--- src/rtl/shift_pkg.sv ---
// Shared types and helpers for the pipelined shift/rotate unit.
// Exports: shift_op_e encodings, bitrev(), op classifiers.
package shift_pkg;

    typedef enum logic [2:0] {
        OP_SRL = 3'b000,
        OP_SRA = 3'b001,
        OP_SLL = 3'b010,
        OP_ROR = 3'b011,
        OP_ROL = 3'b100
    } shift_op_e;

    // Widest XLEN bitrev() can handle.
    localparam int MAX_XLEN = 128;

    // Reverse the low w bits of x; result is right-aligned.
    function automatic logic [MAX_XLEN-1:0] bitrev(
        input logic [MAX_XLEN-1:0] x,
        input int w
    );
        logic [MAX_XLEN-1:0] r;
        for (int i = 0; i < MAX_XLEN; i++)
            r[i] = x[MAX_XLEN-1-i];
        return r >> (MAX_XLEN - w);
    endfunction

    function automatic logic is_left(input logic [2:0] op);
        return (op == OP_SLL) || (op == OP_ROL);
    endfunction

    function automatic logic is_right(input logic [2:0] op);
        return (op == OP_SRL) || (op == OP_SRA) || (op == OP_ROR);
    endfunction

    function automatic logic is_rot(input logic [2:0] op);
        return (op == OP_ROR) || (op == OP_ROL);
    endfunction

endpackage

--- src/rtl/shift_unit_pipe_if.sv ---
// Issue-side and writeback-side handshake bundle of the shift unit.
// master = issue/writeback logic, slave = shift_unit_pipe.
interface shift_unit_pipe_if #(
    parameter int XLEN  = 32,
    parameter int TAG_W = 5
);
    logic             in_valid;
    logic             in_ready;
    logic [XLEN-1:0]  in_a;
    logic [XLEN-1:0]  in_b;
    logic [2:0]       in_op;
    logic [TAG_W-1:0] in_tag;
    logic             out_valid;
    logic             out_ready;
    logic [XLEN-1:0]  out_result;
    logic [TAG_W-1:0] out_tag;

    modport master (
        output in_valid, in_a, in_b, in_op, in_tag, out_ready,
        input  in_ready, out_valid, out_result, out_tag
    );

    modport slave (
        input  in_valid, in_a, in_b, in_op, in_tag, out_ready,
        output in_ready, out_valid, out_result, out_tag
    );
endinterface

--- src/rtl/shift_slice.sv ---
// One pipeline slice: right-shift mux levels [LO,HI) then a register.
// Ports: up_* from previous slice, dn_* to next slice; elastic handshake.
module shift_slice
    import shift_pkg::*;
#(
    parameter int XLEN  = 32,
    parameter int TAG_W = 5,
    parameter int LO    = 0,
    parameter int HI    = 1,
    localparam int L    = $clog2(XLEN)
) (
    input  logic             clk,
    input  logic             rst_n,
    input  logic             flush,
    input  logic             up_valid,
    output logic             up_ready,
    input  logic [XLEN-1:0]  up_data,
    input  logic [L-1:0]     up_shamt,
    input  logic [2:0]       up_op,
    input  logic             up_sign,
    input  logic [TAG_W-1:0] up_tag,
    output logic             dn_valid,
    input  logic             dn_ready,
    output logic [XLEN-1:0]  dn_data,
    output logic [L-1:0]     dn_shamt,
    output logic [2:0]       dn_op,
    output logic             dn_sign,
    output logic [TAG_W-1:0] dn_tag
);
    logic             v;
    logic             adv;
    logic [XLEN-1:0]  x;
    logic [XLEN-1:0]  sh;
    logic [XLEN-1:0]  ones;
    logic             rot;
    logic             fill1;

    assign rot   = is_rot(up_op);
    assign fill1 = (up_op == OP_SRA) && up_sign;

    always_comb begin
        x    = up_data;
        sh   = '0;
        ones = '0;
        for (int k = LO; k < HI; k++) begin
            if (up_shamt[k]) begin
                sh   = x >> (1 << k);
                ones = ~({XLEN{1'b1}} >> (1 << k));
                unique case (1'b1)
                    rot:     x = sh | (x << (XLEN - (1 << k)));
                    fill1:   x = sh | ones;
                    default: x = sh;
                endcase
            end
        end
    end

    assign adv      = !v || dn_ready;
    assign up_ready = adv;
    assign dn_valid = v;

    always_ff @(posedge clk or negedge rst_n) begin
        if (!rst_n) begin
            v        <= 1'b0;
            dn_data  <= '0;
            dn_shamt <= '0;
            dn_op    <= '0;
            dn_sign  <= 1'b0;
            dn_tag   <= '0;
        end else begin
            if (flush)
                v <= 1'b0;
            else if (adv)
                v <= up_valid;
            if (adv && up_valid) begin
                dn_data  <= x;
                dn_shamt <= up_shamt;
                dn_op    <= up_op;
                dn_sign  <= up_sign;
                dn_tag   <= up_tag;
            end
        end
    end
endmodule

--- src/rtl/shift_unit_pipe.sv ---
// Pipelined SRL/SRA/SLL/ROR/ROL unit, latency STAGES, 1 op/cycle.
// Ports: clk, rst_n, flush, bus (issue in_*, writeback out_*).
module shift_unit_pipe
    import shift_pkg::*;
#(
    parameter int XLEN   = 32,
    parameter int STAGES = 2,
    parameter int TAG_W  = 5
) (
    input logic clk,
    input logic rst_n,
    input logic flush,
    shift_unit_pipe_if.slave bus
);
    localparam int L = $clog2(XLEN);

    logic [STAGES:0]             v;
    logic [STAGES:0]             rdy;
    logic [STAGES:0][XLEN-1:0]   d;
    logic [STAGES:0][L-1:0]      sh;
    logic [STAGES:0][2:0]        op;
    logic [STAGES:0]             sg;
    logic [STAGES:0][TAG_W-1:0]  tg;
    logic [XLEN-1:0]             a_rev;
    logic [XLEN-1:0]             r_rev;
    logic                        unused_top;

    // Left ops run through the right shifter on bit-reversed data.
    assign a_rev = XLEN'(bitrev(MAX_XLEN'(bus.in_a), XLEN));

    assign v[0]  = bus.in_valid;
    assign d[0]  = is_left(bus.in_op) ? a_rev : bus.in_a;
    assign sh[0] = bus.in_b[L-1:0];
    assign op[0] = bus.in_op;
    assign sg[0] = bus.in_a[XLEN-1];
    assign tg[0] = bus.in_tag;

    assign bus.in_ready = rdy[0];
    assign rdy[STAGES]  = bus.out_ready;

    for (genvar s = 0; s < STAGES; s++) begin : g_slice
        shift_slice #(
            .XLEN  (XLEN),
            .TAG_W (TAG_W),
            .LO    (s * L / STAGES),
            .HI    ((s == STAGES - 1) ? L : (s + 1) * L / STAGES)
        ) u_slice (
            .clk      (clk),
            .rst_n    (rst_n),
            .flush    (flush),
            .up_valid (v[s]),
            .up_ready (rdy[s]),
            .up_data  (d[s]),
            .up_shamt (sh[s]),
            .up_op    (op[s]),
            .up_sign  (sg[s]),
            .up_tag   (tg[s]),
            .dn_valid (v[s+1]),
            .dn_ready (rdy[s+1]),
            .dn_data  (d[s+1]),
            .dn_shamt (sh[s+1]),
            .dn_op    (op[s+1]),
            .dn_sign  (sg[s+1]),
            .dn_tag   (tg[s+1])
        );
    end

    assign r_rev = XLEN'(bitrev(MAX_XLEN'(d[STAGES]), XLEN));

    // Undefined op codes still flow through and emerge as zero.
    always_comb begin
        bus.out_result = '0;
        unique case (1'b1)
            is_left(op[STAGES]):  bus.out_result = r_rev;
            is_right(op[STAGES]): bus.out_result = d[STAGES];
            default:              bus.out_result = '0;
        endcase
    end

    assign bus.out_valid = v[STAGES];
    assign bus.out_tag   = tg[STAGES];

    assign unused_top = ^{bus.in_b[XLEN-1:L], sh[STAGES], sg[STAGES]};
endmodule

--- src/flat_wrapper.sv ---
// flat-port wrapper written by rule: the top's interface ports become plain ports
module shift_unit_pipe_flat import shift_pkg::*;
#(
    parameter int XLEN   = 32,
    parameter int STAGES = 2,
    parameter int TAG_W  = 5
)
  (clk, rst_n, flush, bus_in_valid, bus_in_a, bus_in_b, bus_in_op, bus_in_tag, bus_out_ready, bus_in_ready, bus_out_valid, bus_out_result, bus_out_tag);
  shift_unit_pipe_if #(.XLEN(XLEN), .TAG_W(TAG_W)) bus_i ();
  input logic clk;
  input logic rst_n;
  input logic flush;
  input wire logic [$bits(bus_i.in_valid)-1:0] bus_in_valid;
  input wire logic [$bits(bus_i.in_a)-1:0] bus_in_a;
  input wire logic [$bits(bus_i.in_b)-1:0] bus_in_b;
  input wire logic [$bits(bus_i.in_op)-1:0] bus_in_op;
  input wire logic [$bits(bus_i.in_tag)-1:0] bus_in_tag;
  input wire logic [$bits(bus_i.out_ready)-1:0] bus_out_ready;
  output wire logic [$bits(bus_i.in_ready)-1:0] bus_in_ready;
  output wire logic [$bits(bus_i.out_valid)-1:0] bus_out_valid;
  output wire logic [$bits(bus_i.out_result)-1:0] bus_out_result;
  output wire logic [$bits(bus_i.out_tag)-1:0] bus_out_tag;
  assign bus_i.in_valid = bus_in_valid;
  assign bus_i.in_a = bus_in_a;
  assign bus_i.in_b = bus_in_b;
  assign bus_i.in_op = bus_in_op;
  assign bus_i.in_tag = bus_in_tag;
  assign bus_i.out_ready = bus_out_ready;
  assign bus_in_ready = bus_i.in_ready;
  assign bus_out_valid = bus_i.out_valid;
  assign bus_out_result = bus_i.out_result;
  assign bus_out_tag = bus_i.out_tag;
  shift_unit_pipe #(.XLEN(XLEN), .STAGES(STAGES), .TAG_W(TAG_W)) u_core (.clk(clk), .rst_n(rst_n), .flush(flush), .bus(bus_i));
endmodule
--- config.mk ---
export PLATFORM = sky130hd
export DESIGN_NAME = shift_unit_pipe_flat
export DESIGN_NICKNAME = d
export VERILOG_FILES = /design/src/rtl/shift_pkg.sv /design/src/rtl/shift_unit_pipe_if.sv /design/src/rtl/shift_slice.sv /design/src/rtl/shift_unit_pipe.sv /design/src/flat_wrapper.sv
export SDC_FILE = /design/constraint.sdc
export NUM_CORES = 1
export LEC_CHECK = 0
export CORE_MARGIN = 4
export CORE_UTILIZATION = 30
export DETAILED_ROUTE_END_ITERATION = 7
export PLACE_DENSITY = 0.59
export SYNTH_ARGS = -nofsm -noshare
export SYNTH_HDL_FRONTEND = slang
export SYNTH_SLANG_ARGS = --single-unit
--- constraint.sdc ---
create_clock -name clk -period 3.25 [get_ports clk]
set_input_delay 0.8125 -clock clk [delete_from_list [all_inputs] [get_ports clk]]
set_output_delay 0.8125 -clock clk [all_outputs]
set_load 0.005 [all_outputs]
### After elaboration in Yosys (flattened, before gate mapping)

Index checks and enable logic that the tools add are counted.

* equal/unequal tests: 11
* multiplexer cells: 16
* bitwise gates (word level): 5
* reduce and logical (&&, ||, !) cells: 17

Operators with widths (count)
* $pmux W32 S2: 6
* $mux W32: 6
* $or A16 B32 Y32: 1
* $or A24 B32 Y32: 1
* $or A28 B32 Y32: 1
* $or A30 B32 Y32: 1
* $or A31 B32 Y32: 1
* $eq A3 B2 Y1 const B: 5
* $eq A3 B1 Y1 const B: 3
* $eq A3 B3 Y1 const B: 3
* $logic_or A1 B1 Y1: 8
* $logic_and A1 B1 Y1: 4
* $mux W1: 4
* $reduce_bool A2 Y1: 2
* $logic_not A3 Y1: 1
* $logic_not A1 Y1: 2

* bits in registers: 88
* bits of input ports: 77
* output and inout port bits: 39
* word-level logic and storage cells: 59

### Longest topological paths before layout

Gate-level depths: netlist of run 1.

* depth after elaboration: 10
* gate-level depth with buffers: 7
* mapped depth without buffers: 5

### Hierarchy

A second synthesis of run 1 with hierarchy kept.

* cells, all modules: 621
* area, all modules: 6389.9 sq um

Modules (own cells, without submodules)
* shift_slice at u_core.g_slice[1].u_slice: instances 1, cells an instance 346, area each 2947.8 sq um, sequential area each 1176.1 sq um
* shift_slice at u_core.g_slice[0].u_slice: instances 1, cells an instance 196, area each 2565.0 sq um, sequential area each 1176.1 sq um
* shift_unit_pipe: instances 1, cells an instance 79, area each 877.1 sq um, sequential area each 0.0 sq um

### Worst setup path before layout of run 1

OpenSTA, ideal clock, no wires.

* path kind: input -> register
* from: input port bus_in_op[0]
* to: register u_core.g_slice[0].u_slice.dn_data[16]
* setup time: 0.126 ns
* arrival time: 2.240 ns
* required time: 3.124 ns
* slack: 0.884 ns
* stages: 6
* buffers on the path: 2
* path through: clkbuf_2 > nor2_4 > buf_6 > mux4_2 > and2b_1 > a221o_1

* cells in the longest elaborated chain, start to end: 9
* elaborated cells on any way between the ends: 14
* classes of those cells: eq/ne (4); mux (5); bitwise (2); reduce/logical (3)

RTL lines
* from (decl): RTL line flat_wrapper.sv:16 `input wire logic [$bits(bus_i.in_op)-1:0] bus_in_op;`
* $eq A3 B2 Y1 or $eq A3 B3 Y1 (tied branches): RTL line shift_pkg.sv:28, shift_pkg.sv:36
* $logic_or A1 B1 Y1: RTL line shift_pkg.sv:28 `return (op == OP_SLL) || (op == OP_ROL);`
* $mux W32: RTL line shift_unit_pipe.sv:32 `assign d[0] = is_left(bus.in_op) ? a_rev : bus.in_a;`
* $or A31 B32 Y32: RTL line shift_slice.sv:50 `rot: x = sh | (x << (XLEN - (1 << k)));`
* $pmux W32 S2: RTL line shift_slice.sv:49 `unique case (1'b1)`
* $mux W32: RTL line shift_slice.sv:46 `if (up_shamt[k]) begin`
* $or A30 B32 Y32: RTL line shift_slice.sv:50
* $pmux W32 S2: RTL line shift_slice.sv:49
* $mux W32 *: RTL line shift_slice.sv:46
* to (signal assigned): RTL line shift_slice.sv:65 `dn_data <= '0;`
* to (signal assigned): RTL line shift_slice.sv:76 `dn_data <= x;`
* to (decl): RTL line shift_slice.sv:24 `output logic [XLEN-1:0] dn_data,`

Mark *: on every way between the ends. The rest lies on a longest branch, timed or not.
A chain may end at the register's enable or synchronous reset.

### Worst setup path in the final report of run 1

* from: register u_core.g_slice[1].u_slice.dn_op[0]
* to: output port bus_out_result[1]

* cells in the longest elaborated chain, start to end: 4
* elaborated cells on any way between the ends: 9
* classes of those cells: eq/ne (4); mux (1); reduce/logical (4)

RTL lines
* from (decl): RTL line shift_slice.sv:26 `output logic [2:0] dn_op,`
* from (signal assigned): RTL line shift_slice.sv:78 `dn_op <= up_op;`
* $eq A3 B1 Y1 or $logic_not A3 Y1 (tied branches): RTL line shift_pkg.sv:32 `return (op == OP_SRL) || (op == OP_SRA) || (op == OP_ROR);`
* $logic_or A1 B1 Y1 (2 in a row): RTL line shift_pkg.sv:32
* $pmux W32 S2 *: RTL line shift_unit_pipe.sv:73 `unique case (1'b1)`
* to (decl): RTL line flat_wrapper.sv:21 `output wire logic [$bits(bus_i.out_result)-1:0] bus_out_result;`

Marks and branches as above.

==> results of run 1 <==
==> synthesized netlist by cell type (2+ instances only) <==
| cell type | number |
|---|---|
| dfrtp_1 | 86 |
| buf_1 | 6 |
| mux2i_1 | 46 |
| a21oi_1 | 62 |
| nand3b_1 | 2 |
| nor2_1 | 40 |
| clkbuf_1 | 37 |
| nand2_1 | 166 |
| o21ai_0 | 16 |
| buf_2 | 7 |
| buf_6 | 4 |
| mux4_1 | 3 |
| o22a_1 | 4 |
| and2b_1 | 6 |
| a211oi_1 | 10 |
| o22ai_1 | 4 |
| o221ai_1 | 8 |
| nor2b_1 | 23 |
| mux2_2 | 7 |
| nand3_1 | 2 |
| nor4bb_1 | 4 |
| inv_1 | 3 |
| o211ai_1 | 2 |
| a22oi_1 | 8 |
| a221o_1 | 27 |
| nand2b_1 | 8 |
| mux4_2 | 31 |
| a31oi_1 | 4 |
| o31ai_1 | 9 |
==> sequential cells by signal (all words and copies together), names as in the netlist <==
| name | cells |
|---|---|
| u_core.g_slice.u_slice.dn_data | 64 |
| u_core.g_slice.u_slice.dn_op | 6 |
| u_core.g_slice.u_slice.dn_shamt | 3 |
| u_core.g_slice.u_slice.dn_sign | 1 |
| u_core.g_slice.u_slice.dn_tag | 10 |
| u_core.g_slice.u_slice.dn_valid | 2 |
==> power by group through the flow <==
stage	clock network [mW]	logic [mW]	registers (mW)
detailed placement	0	1.46	1.52
CTS	0.939	1.46	1.50
global route	0.974	1.61	1.54
global placement	0	1.44	1.51
floorplan	0	0.893	1.40
finish	0.907	1.45	1.51
==> cell usage in the layout (no fill, tap or decap), drive strengths merged, types with 6 or more instances in the layout <==
cell / instances
nand2: 166
clkdlybuf4s50: 87
dfrtp: 86
a21oi: 62
mux2i: 46
nor2: 41
mux4: 34
a221o: 27
nor2b: 23
buf: 23
o21ai: 16
a211oi: 10
clkbuf: 10
o31ai: 9
nand2b: 8
o221ai: 8
a22oi: 8
mux2: 7
and2b: 6
==> critical path, cell delays in order (launching register included) <==
cell	delay, ns
dfrtp_1	0.37
inv_1	0.10
a21o_1	0.13
buf_4	0.28
nand2_1	0.09
a21oi_1	0.17
clkdlybuf4s50_1	0.54
==> routing by layer <==
layer	global-route usage, %	share of wire [%]	routed length (um)
met5	0	0	0
met2	22.0	43	7090
met1	22.7	50	8260
met4	4.12	0.99	163
met3	2.60	5.7	939
==> metrics by stage <==
step | cell area [sq um] | setup slack [ns] | cells | utilization, % | hold WS, ns
finish | 7430 | 0.395 | 988 | 37.9 | 0.470
global route | 7430 | 0.270 | 988 | 37.9 | 0.495
CTS | 7430 | 0.357 | 988 | 37.9 | 0.474
detailed placement | 7180 | 0.304 | 976 | 36.6 | 0.462
global placement | 7180 | 0.293 | 976 | 36.6 | 0.451
floorplan | 6020 | 0.884 | 657 | - | 0.439
==> area by class of cell <==
cell class | instances | area, sq um
well taps | 265 | 332
repair buffers | 110 | 1070
flip-flops and latches | 86 | 2150
inverters | 4 | 15.0
fillers | 1999 | 12200
clock inverters | 2 | 12.5
multi-input cells | 511 | 3610
clock buffers | 10 | 239
==> kinds of logic (layout without fill, tap and decap cells) <==
logic type      after synthesis  count (layout)  share of synthesized area, %
compound gates              158             158                          17.7
xor+xnor                      2               2                         0.415
flops                        86              86                          35.7
mux                          87              87                          21.8
simple gates                264             264                          19.8
buf+inv                      60             126                          4.46
==> final timing paths <==
kind                                                                     end  cells past startpoint
max                                                        bus_out_result[1]                      6
min in group asynchronous  u_core.g_slice[1].u_slice.dn_data[18]$_DFFE_PN0P_                      1
max in group asynchronous   u_core.g_slice[0].u_slice.dn_data[4]$_DFFE_PN0P_                      2
min                          u_core.g_slice[1].u_slice.dn_tag[0]$_DFFE_PN0P_                      2
min reg2reg                  u_core.g_slice[1].u_slice.dn_tag[0]$_DFFE_PN0P_                      2
max reg2reg                u_core.g_slice[1].u_slice.dn_data[22]$_DFFE_PN0P_                      4
==> impl_metrics.csv, run 1 <==
group,metric,value,unit
power_and_ir_drop,leakage,3.06,nW
die,ioPinCount,116,
hold_path,hold_start,"u_core.g_slice[0].u_slice.dn_tag[0]$_DFFE_PN0P_",
synth,synth-edff-count,0,
power_and_ir_drop,pwr-share-seq,39.0,%
detailed_routing,wl,16.5,mm
synth,synth-seq-cells,86,
synth,synth_seq_area_share,35.7,%
global_routing,antenna_found_initial,0,
power_and_ir_drop,power.internal,2.55,mW
sta,final-max-slew-violation-count,0,
sta,fin_worst_skew,0.00631,ns
synth,syn_area_per_cell,9.17,sq um
cts,clockBufferDepth,2,
setup_path,worst-setup-path-type,"reg -> out",
synth,syn_area,6020,sq um
power_and_ir_drop,pwr-share-clk,23.4,%
die,die_w,150,um
cts,insertion_delay,0.34,ns
detailed_routing,drtIter0Drc,412,
die,rows,51,
global_routing,grt_util_all_layers,15.0,%
synth,yosys.area.top_type,"dfrtp_1",
cts,post_cts_buffers,0,
sta,setup_tns,0,ns
synth,synth_cells,657,
synth,async_flop_share,100,%
cells_and_area,syn_to_final_growth,23.3,%
hold_path,hold_class,"reg -> reg",
cts,cts-buffers-inserted,9,
sta,tightest_slew,0.790,ns
setup_path,crit_fanout,32,
sta,period_share,87.8,%
cts,cts_resized,0,
detailed_routing,via_per_inst,5.19,
synth,ys_warn_count,0,
synth,synth_nets,734,
cts,clock-sinks,86,
sta,final_hold_viol_count,0,
die,die_area,22400,sq um
die,start_util,30.8,%
cts,cts-root-buf,"clkbuf_16",
sta,slew_headroom,47.4,%
setup_path,critPathLaunch,"u_core.g_slice[1].u_slice.dn_op[0]$_DFFE_PN0P_",
power_and_ir_drop,p_switching,1.31,mW
cts,hold_buffers,0,
global_routing,grt_max_degree,49,
sta,fmax,0.350,GHz
setup_path,cp_data_required_time,2.44,ns
detailed_routing,drt_pre_antenna_iters,5,
power_and_ir_drop,pwr-share-comb,37.6,%
die,fp.coreArea,19600,sq um
power_and_ir_drop,sw_frac_of_total,34.0,%
synth,ys.flop_type,"dfrtp_1",
sta,rsz0062_at_grt,"false",
synth,synth_top_area_share,35.7,%
synth,synth_cell_types,51,
setup_path,endpoint_kind,"output pin",
power_and_ir_drop,power_density,521,nW/um^2
cts,path_clk_slew,0.06,ns
setup_path,r2r_start,"u_core.g_slice[0].u_slice.dn_shamt[2]$_DFFE_PN0P_",
placed_design,port_buffers,88,
cts,cts_tree,"yes",
placed_design,hpwl,12.6,mm
power_and_ir_drop,power,3.87,mW
placed_design,place_congestion,0.889,
cells_and_area,nets,799,
die,die-height,150,um
global_routing,grt_overflow,0,
cells_and_area,drive_above_1_share,11.2,%
synth,synthTopCellsByArea,"dfrtp_1, mux4_2, nand2_1",
detailed_routing,drc,0,
setup_path,startpoint_type,"register",
cells_and_area,antenna_cells,0,
global_routing,grt_pass1_vias,4786,
sta,period_minus_slack,2.85,ns
cts,htree_levels,3,
sta,setup_viol,0,
power_and_ir_drop,ir_drop,0.000214,V
detailed_routing,drtAntennaViolNets,0,
outcome,status,"complete, no violations",
setup_path,worstPathArrival,2.04,ns
run,max_cap_viol_count,0,
setup_path,regToRegSetupSlack,1.12,ns
detailed_routing,wl_per_cell,16.7,um
global_routing,grt_pass1_wl,26.6,mm
detailed_routing,vias,5130,
No activity file was read; power rests on OpenSTA's default activity.
==> run 2, diff against run 1 <==
--- a/config.mk
+++ b/config.mk
@@ -8,7 +8,8 @@
 export CORE_MARGIN = 4
 export CORE_UTILIZATION = 30
 export DETAILED_ROUTE_END_ITERATION = 7
-export PLACE_DENSITY = 0.59
+export GPL_TIMING_DRIVEN = 0
+export PLACE_DENSITY = 0.61
 export SYNTH_ARGS = -nofsm -noshare
 export SYNTH_HDL_FRONTEND = slang
 export SYNTH_SLANG_ARGS = --single-unit
==> constraint.sdc (replaced) <==
create_clock -name clk -period 2.59 [get_ports clk]
set_input_delay 0.6475 -clock clk [delete_from_list [all_inputs] [get_ports clk]]
set_output_delay 0.6475 -clock clk [all_outputs]
set_load 0.005 [all_outputs]
==> run 2 against run 1 <==
Effect of this change:
- register-to-register slack worse by 0.72 ns
- critical path type is now in -> out
- global-route usage is 1.6 points higher
- core utilization is 1.9 points higher
- largest power group is now combinational cells
- largest cell class unchanged
==> impl_metrics.csv, run 2 (same netlist as run 1, synthesis figures left out) <==
group,metric,value,unit
cells_and_area,antenna_cells,0,
die,start_util,30.8,%
cells_and_area,final_cell_area,7800,sq um
setup_path,slowest_delay,0.53,ns
cells_and_area,drive_above_1_share,13.3,%
detailed_routing,wl_per_cell,17.8,um
placed_design,post-place-ws,-0.407,ns
placed_design,port_buffers,86,
global_routing,grt_util_all_layers,16.6,%
sta,setup_viol,0,
sta,rsz0062_at_grt,"false",
power_and_ir_drop,leakage,3.52,nW
detailed_routing,drc,0,
die,die-height,150,um
detailed_routing,via_per_inst,5.27,
detailed_routing,vias,5443,
detailed_routing,wl,18.4,mm
setup_path,cp_slowest_cell,"clkdlybuf4s50_1",
detailed_routing,drt_pre_antenna_iters,5,
sta,final-max-slew-violation-count,0,
power_and_ir_drop,power.internal,3.49,mW
cells_and_area,layout_common_cells,"nand2_1, dfrtp_1, a21oi_1, clkdlybuf4s50_1, mux2i_1",
placed_design,dp.cells,1009,
setup_path,crit_fanout,4,
sta,setup_tns,0,ns
sta,slew_headroom,60.0,%
cts,path_clk_slew,0.06,ns
power_and_ir_drop,pwr-share-clk,27.2,%
power_and_ir_drop,p_switching,1.80,mW
cts,cts-root-buf,"clkbuf_16",
setup_path,worstPathArrival,1.80,ns
cells_and_area,final_common_cell,"nand2_1",
setup_path,crit_chain,"clkdlybuf4s50_1 > nand3b_2 > clkdlybuf4s50_1",
power_and_ir_drop,sw_frac_of_total,34.0,%
power_and_ir_drop,pwr-share-comb,37.5,%
sta,holdWs,0.301,ns
hold_path,hold_class,"in -> async",
sta,fin_worst_skew,0.00480,ns
placed_design,hpwl,14.3,mm
cells_and_area,syn_to_final_growth,29.4,%
global_routing,grt_max_degree,45,
cts,htree_levels,3,
cts,clock-sinks,86,
sta,fmax,0.408,GHz
cells_and_area,largest_reg_flops,64,
power_and_ir_drop,power_density,678,nW/um^2
cts,cts_tree,"yes",
cells_and_area,reg_top3,"u_core.g_slice.u_slice.dn_data (64), u_core.g_slice.u_slice.dn_tag (10), u_core.g_slice.u_slice.dn_op (6)",
setup_path,worst-path-buf-inv,2,
die,rows,51,
run,max_cap_viol_count,0,
die,die_w,150,um
setup_path,startpoint_type,"input port",
die,ioPinCount,116,
setup_path,worst-setup-path-type,"in -> out",
die,fp.coreArea,19600,sq um
sta,tightest_slew,0.600,ns
cells_and_area,nets,839,
placed_design,place_congestion,0.884,
power_and_ir_drop,ir_drop,0.000301,V
outcome,status,"complete, no violations",
placed_design,placed_area,7230,sq um
global_routing,grt_pass1_vias,5250,
setup_path,cp_data_required_time,1.94,ns
cells_and_area,top_register,"u_core.g_slice.u_slice.dn_data",
sta,period_minus_slack,2.45,ns
cells_and_area,finish.utilization,39.8,%
cts,insertion_delay,0.34,ns
detailed_routing,drtAntennaViolNets,0,
detailed_routing,drtIter0Drc,431,
die,die_area,22400,sq um
sta,final_hold_viol_count,0,
sta,timing.final.ws_setup,0.141,ns
global_routing,antenna_found_initial,0,
global_routing,grt_pass1_wl,29.3,mm
setup_path,critPathTopFamily,"buffers and inverters",
setup_path,endpoint_kind,"output pin",
cts,cts-buffers-inserted,9,
sta,period_share,94.5,%
power_and_ir_drop,pwr-share-seq,35.3,%
global_routing,grt_overflow,0,
setup_path,path_common_cell,"clkdlybuf4s50_1",
power_and_ir_drop,power,5.29,mW
cells_and_area,final_cells,1032,
cts,clockBufferDepth,2,
cts,hold_buffers,0,
[run 2: power groups by stage]
stage          sequential (mW)  clock (mW)  combinational, mW
3_5_place_dp              1.88           0               1.90
2_1_floorplan             1.76           0               1.12
5_1_grt                   1.90        1.52               2.18
4_1_cts                   1.86        1.47               1.94
3_3_place_gp              1.87           0               1.88
6_report                  1.87        1.44               1.98
[run 2: worst paths after layout]
path                            slack, ns                                               from                                                end  depth (start not counted)
worst max register to register       0.40  u_core.g_slice[0].u_slice.dn_shamt[2]$_DFFE_PN0P_  u_core.g_slice[1].u_slice.dn_data[25]$_DFFE_PN0P_                          6
min in group clk                     0.47    u_core.g_slice[0].u_slice.dn_tag[1]$_DFFE_PN0P_    u_core.g_slice[1].u_slice.dn_tag[1]$_DFFE_PN0P_                          2
worst min register to register       0.47    u_core.g_slice[0].u_slice.dn_tag[1]$_DFFE_PN0P_    u_core.g_slice[1].u_slice.dn_tag[1]$_DFFE_PN0P_                          2
worst max-delay path                 0.14                                      bus_out_ready                                       bus_in_ready                          3
max in group asynchronous            1.65                                              rst_n  u_core.g_slice[0].u_slice.dn_shamt[2]$_DFFE_PN0P_                          2
worst min-delay path                 0.30                                              rst_n   u_core.g_slice[1].u_slice.dn_data[2]$_DFFE_PN0P_                          1
[run 2: per-layer routing]
metal	track usage, %	up-vias	share of wire (%)
li1	-	2615	-
met1	23.8	2608	47
met2	25.8	189	45
met3	2.03	31	5.8
met4	5.90	0	2.1
met5	0	-	0
[run 2: what timing repair did]
item	4_1_cts	5_1_grt
buffers inserted	2	3
pin swaps	2	2
endpoints found under the setup margin	41	23
cloned	1	1
resized for setup	39	36
[run 2: final cells by class]
type,count,area [sq um]
clock inverters,5,81.3
repair buffers,94,997
fillers,1983,11800
inverters,4,15.0
flip-flops and latches,86,2150
clock buffers,11,253
well taps,265,332
plain buffers,56,328
multi-input cells,511,3640
==> run 3, diff against run 2 <==
--- a/config.mk
+++ b/config.mk
@@ -8,8 +8,8 @@
 export CORE_MARGIN = 4
 export CORE_UTILIZATION = 30
 export DETAILED_ROUTE_END_ITERATION = 7
-export GPL_TIMING_DRIVEN = 0
 export PLACE_DENSITY = 0.61
+export SLEW_MARGIN = 20
 export SYNTH_ARGS = -nofsm -noshare
 export SYNTH_HDL_FRONTEND = slang
 export SYNTH_SLANG_ARGS = --single-unit
==> constraint.sdc (replaced) <==
create_clock -name clk -period 2.59 [get_ports clk]
set_input_delay 0.518 -clock clk [delete_from_list [all_inputs] [get_ports clk]]
set_output_delay 0.518 -clock clk [all_outputs]
set_load 0.005 [all_outputs]
==> run 3 against run 2 <==
Effect of this change:
- routed wire length is 7.8% lower
- sequential power about the same
- combinational power is 6% lower
- hold slack got worse by 0.13 ns
- via count is 3.4% lower
- die area stayed put
- register-to-register slack better by 0.07 ns
- non-clock buffer count fell by 34
- critical endpoint is now bus_out_result[18]
- largest power group is now sequential cells
==> impl_metrics.csv, run 3 (same netlist as run 1, synthesis figures left out) <==
group,metric,value,unit
die,die-height,150,um
setup_path,worst-path-buf-inv,3,
die,start_util,30.8,%
setup_path,startpoint_type,"register",
cts,clockBufferDepth,2,
sta,period_minus_slack,2.48,ns
setup_path,worstPathArrival,1.97,ns
cts,clock-sinks,86,
sta,tightest_slew,0.740,ns
cells_and_area,final_common_cell,"nand2_1",
power_and_ir_drop,pwr-share-seq,36.1,%
run,max_cap_viol_count,0,
power_and_ir_drop,pwr-share-comb,35.5,%
die,fp.coreArea,19600,sq um
die,ioPinCount,116,
global_routing,grt_max_degree,45,
cells_and_area,syn_to_final_growth,26.4,%
cts,htree_levels,3,
cts,post_cts_buffers,0,
cells_and_area,drive_above_1_share,12.6,%
setup_path,cp.depth,6,
power_and_ir_drop,p_switching,1.70,mW
global_routing,grt_util_all_layers,15.3,%
setup_path,slowest_delay,0.53,ns
outcome,status,"complete, no violations",
detailed_routing,drc,0,
setup_path,r2r_cells,4,
cells_and_area,layout_common_cells,"nand2_1, clkdlybuf4s50_1, dfrtp_1, a21oi_1, mux2i_1",
cells_and_area,antenna_cells,0,
setup_path,cp_slowest_cell,"clkdlybuf4s50_1",
cells_and_area,largest_reg_flops,64,
cts,path_clk_slew,0.06,ns
cts,cts-root-buf,"clkbuf_16",
cts,cts-buffers-inserted,9,
power_and_ir_drop,power_density,689,nW/um^2
power_and_ir_drop,sw_frac_of_total,32.5,%
cts,hold_buffers,0,
placed_design,place_congestion,0.922,
setup_path,crit_chain,"inv_1 > a21o_1 > buf_12 > nand2_1 > a21oi_1 > clkdlybuf4s50_1",
cells_and_area,reg_top3,"u_core.g_slice.u_slice.dn_data (64), u_core.g_slice.u_slice.dn_tag (10), u_core.g_slice.u_slice.dn_op (6)",
setup_path,crit_fanout,32,
sta,final_hold_viol_count,0,
sta,setup_tns,0,ns
cells_and_area,finish.utilization,38.9,%
global_routing,grt_pass1_wl,27.4,mm
global_routing,grt_pass1_vias,4930,
cells_and_area,top_register,"u_core.g_slice.u_slice.dn_data",
detailed_routing,drt_pre_antenna_iters,5,
global_routing,grt_overflow,0,
detailed_routing,drtIter0Drc,407,
setup_path,critPathTopFamily,"buffers and inverters",
sta,final-max-slew-violation-count,0,
setup_path,worst-setup-path-type,"reg -> out",
cts,insertion_delay,0.34,ns
hold_path,hold_class,"in -> async",
die,rows,51,
sta,rsz0062_at_grt,"false",
cts,cts_tree,"yes",
power_and_ir_drop,power,5.25,mW
power_and_ir_drop,pwr-share-clk,28.4,%
detailed_routing,wl_per_cell,17.0,um
power_and_ir_drop,ir_drop,0.000290,V
setup_path,endpoint_kind,"output pin",
cells_and_area,nets,805,
global_routing,antenna_found_initial,0,
detailed_routing,via_per_inst,5.27,
power_and_ir_drop,leakage,3.16,nW
detailed_routing,vias,5258,
die,die_area,22400,sq um
sta,fin_worst_skew,0.00732,ns
placed_design,port_buffers,88,
placed_design,hpwl,12.8,mm
sta,slew_headroom,50.7,%
sta,period_share,95.9,%
cts,cts_resized,0,
sta,fmax,0.403,GHz
detailed_routing,wl,16.9,mm
setup_path,cp_data_required_time,2.07,ns
sta,setup_viol,0,
power_and_ir_drop,power.internal,3.54,mW
die,die_w,150,um
detailed_routing,drtAntennaViolNets,0,
==> run 3: power groups by stage <==
stage / Sequential, mW / Clock, mW / Combinational, mW
5_1_grt: 1.93 / 1.57 / 2.05
2_1_floorplan: 1.76 / 0 / 1.12
4_1_cts: 1.89 / 1.52 / 1.85
3_3_place_gp: 1.90 / 0 / 1.81
6_report: 1.89 / 1.49 / 1.86
3_5_place_dp: 1.91 / 0 / 1.84
==> run 3: metrics by stage <==
step	cells	hold WS, ns	worst slack, ns	area (sq um)
2_1_floorplan	657	0.222	0.518	6020
3_3_place_gp	982	0.451	-0.0484	7250
3_5_place_dp	982	0.458	-0.0502	7250
4_1_cts	998	0.187	0.0132	7590
5_1_grt	998	0.210	0.00766	7610
6_report	998	0.167	0.106	7610
==> run 3: worst reg2reg max path, delay by kind of cell, from the launching register on <==
family                 cells  cell delay [ns]
flip-flops                 1             0.84
buffers and inverters      1             0.39
multiplexers               1             0.48
AO/OA/AOI/OAI              2             0.34
==> run 3: area by class of cell <==
class,count,area (sq um)
clock inverter,6,109
clock buffer,10,239
tap,265,332
fill,1957,12000
multi-input combinational,511,3610
inverter,4,15.0
timing repair buffer,116,1150
sequential,86,2150
==> run 3: path summary, 6_finish.rpt <==
check	start	endpoint	slack [ns]
setup / recovery	u_core.g_slice[1].u_slice.dn_op[0]$_DFFE_PN0P_	bus_out_result[18]	0.11
hold / removal	rst_n	u_core.g_slice[1].u_slice.dn_data[17]$_DFFE_PN0P_	0.17
setup reg to reg	u_core.g_slice[0].u_slice.dn_shamt[2]$_DFFE_PN0P_	u_core.g_slice[1].u_slice.dn_data[22]$_DFFE_PN0P_	0.47
hold reg to reg	u_core.g_slice[0].u_slice.dn_tag[0]$_DFFE_PN0P_	u_core.g_slice[1].u_slice.dn_tag[0]$_DFFE_PN0P_	0.47
max in group asynchronous	rst_n	u_core.g_slice[0].u_slice.dn_data[3]$_DFFE_PN0P_	1.79
min in group clk	u_core.g_slice[0].u_slice.dn_tag[0]$_DFFE_PN0P_	u_core.g_slice[1].u_slice.dn_tag[0]$_DFFE_PN0P_	0.47
==> run 3: routing by layer <==
| layer | track usage (%) | vias to the layer above | wire [um] |
|---|---|---|---|
| li1 | - | 2542 | - |
| met1 | 23.8 | 2530 | 8610 |
| met2 | 22.3 | 168 | 7180 |
| met3 | 1.94 | 18 | 881 |
| met4 | 3.84 | 0 | 265 |
| met5 | 0 | - | 0 |
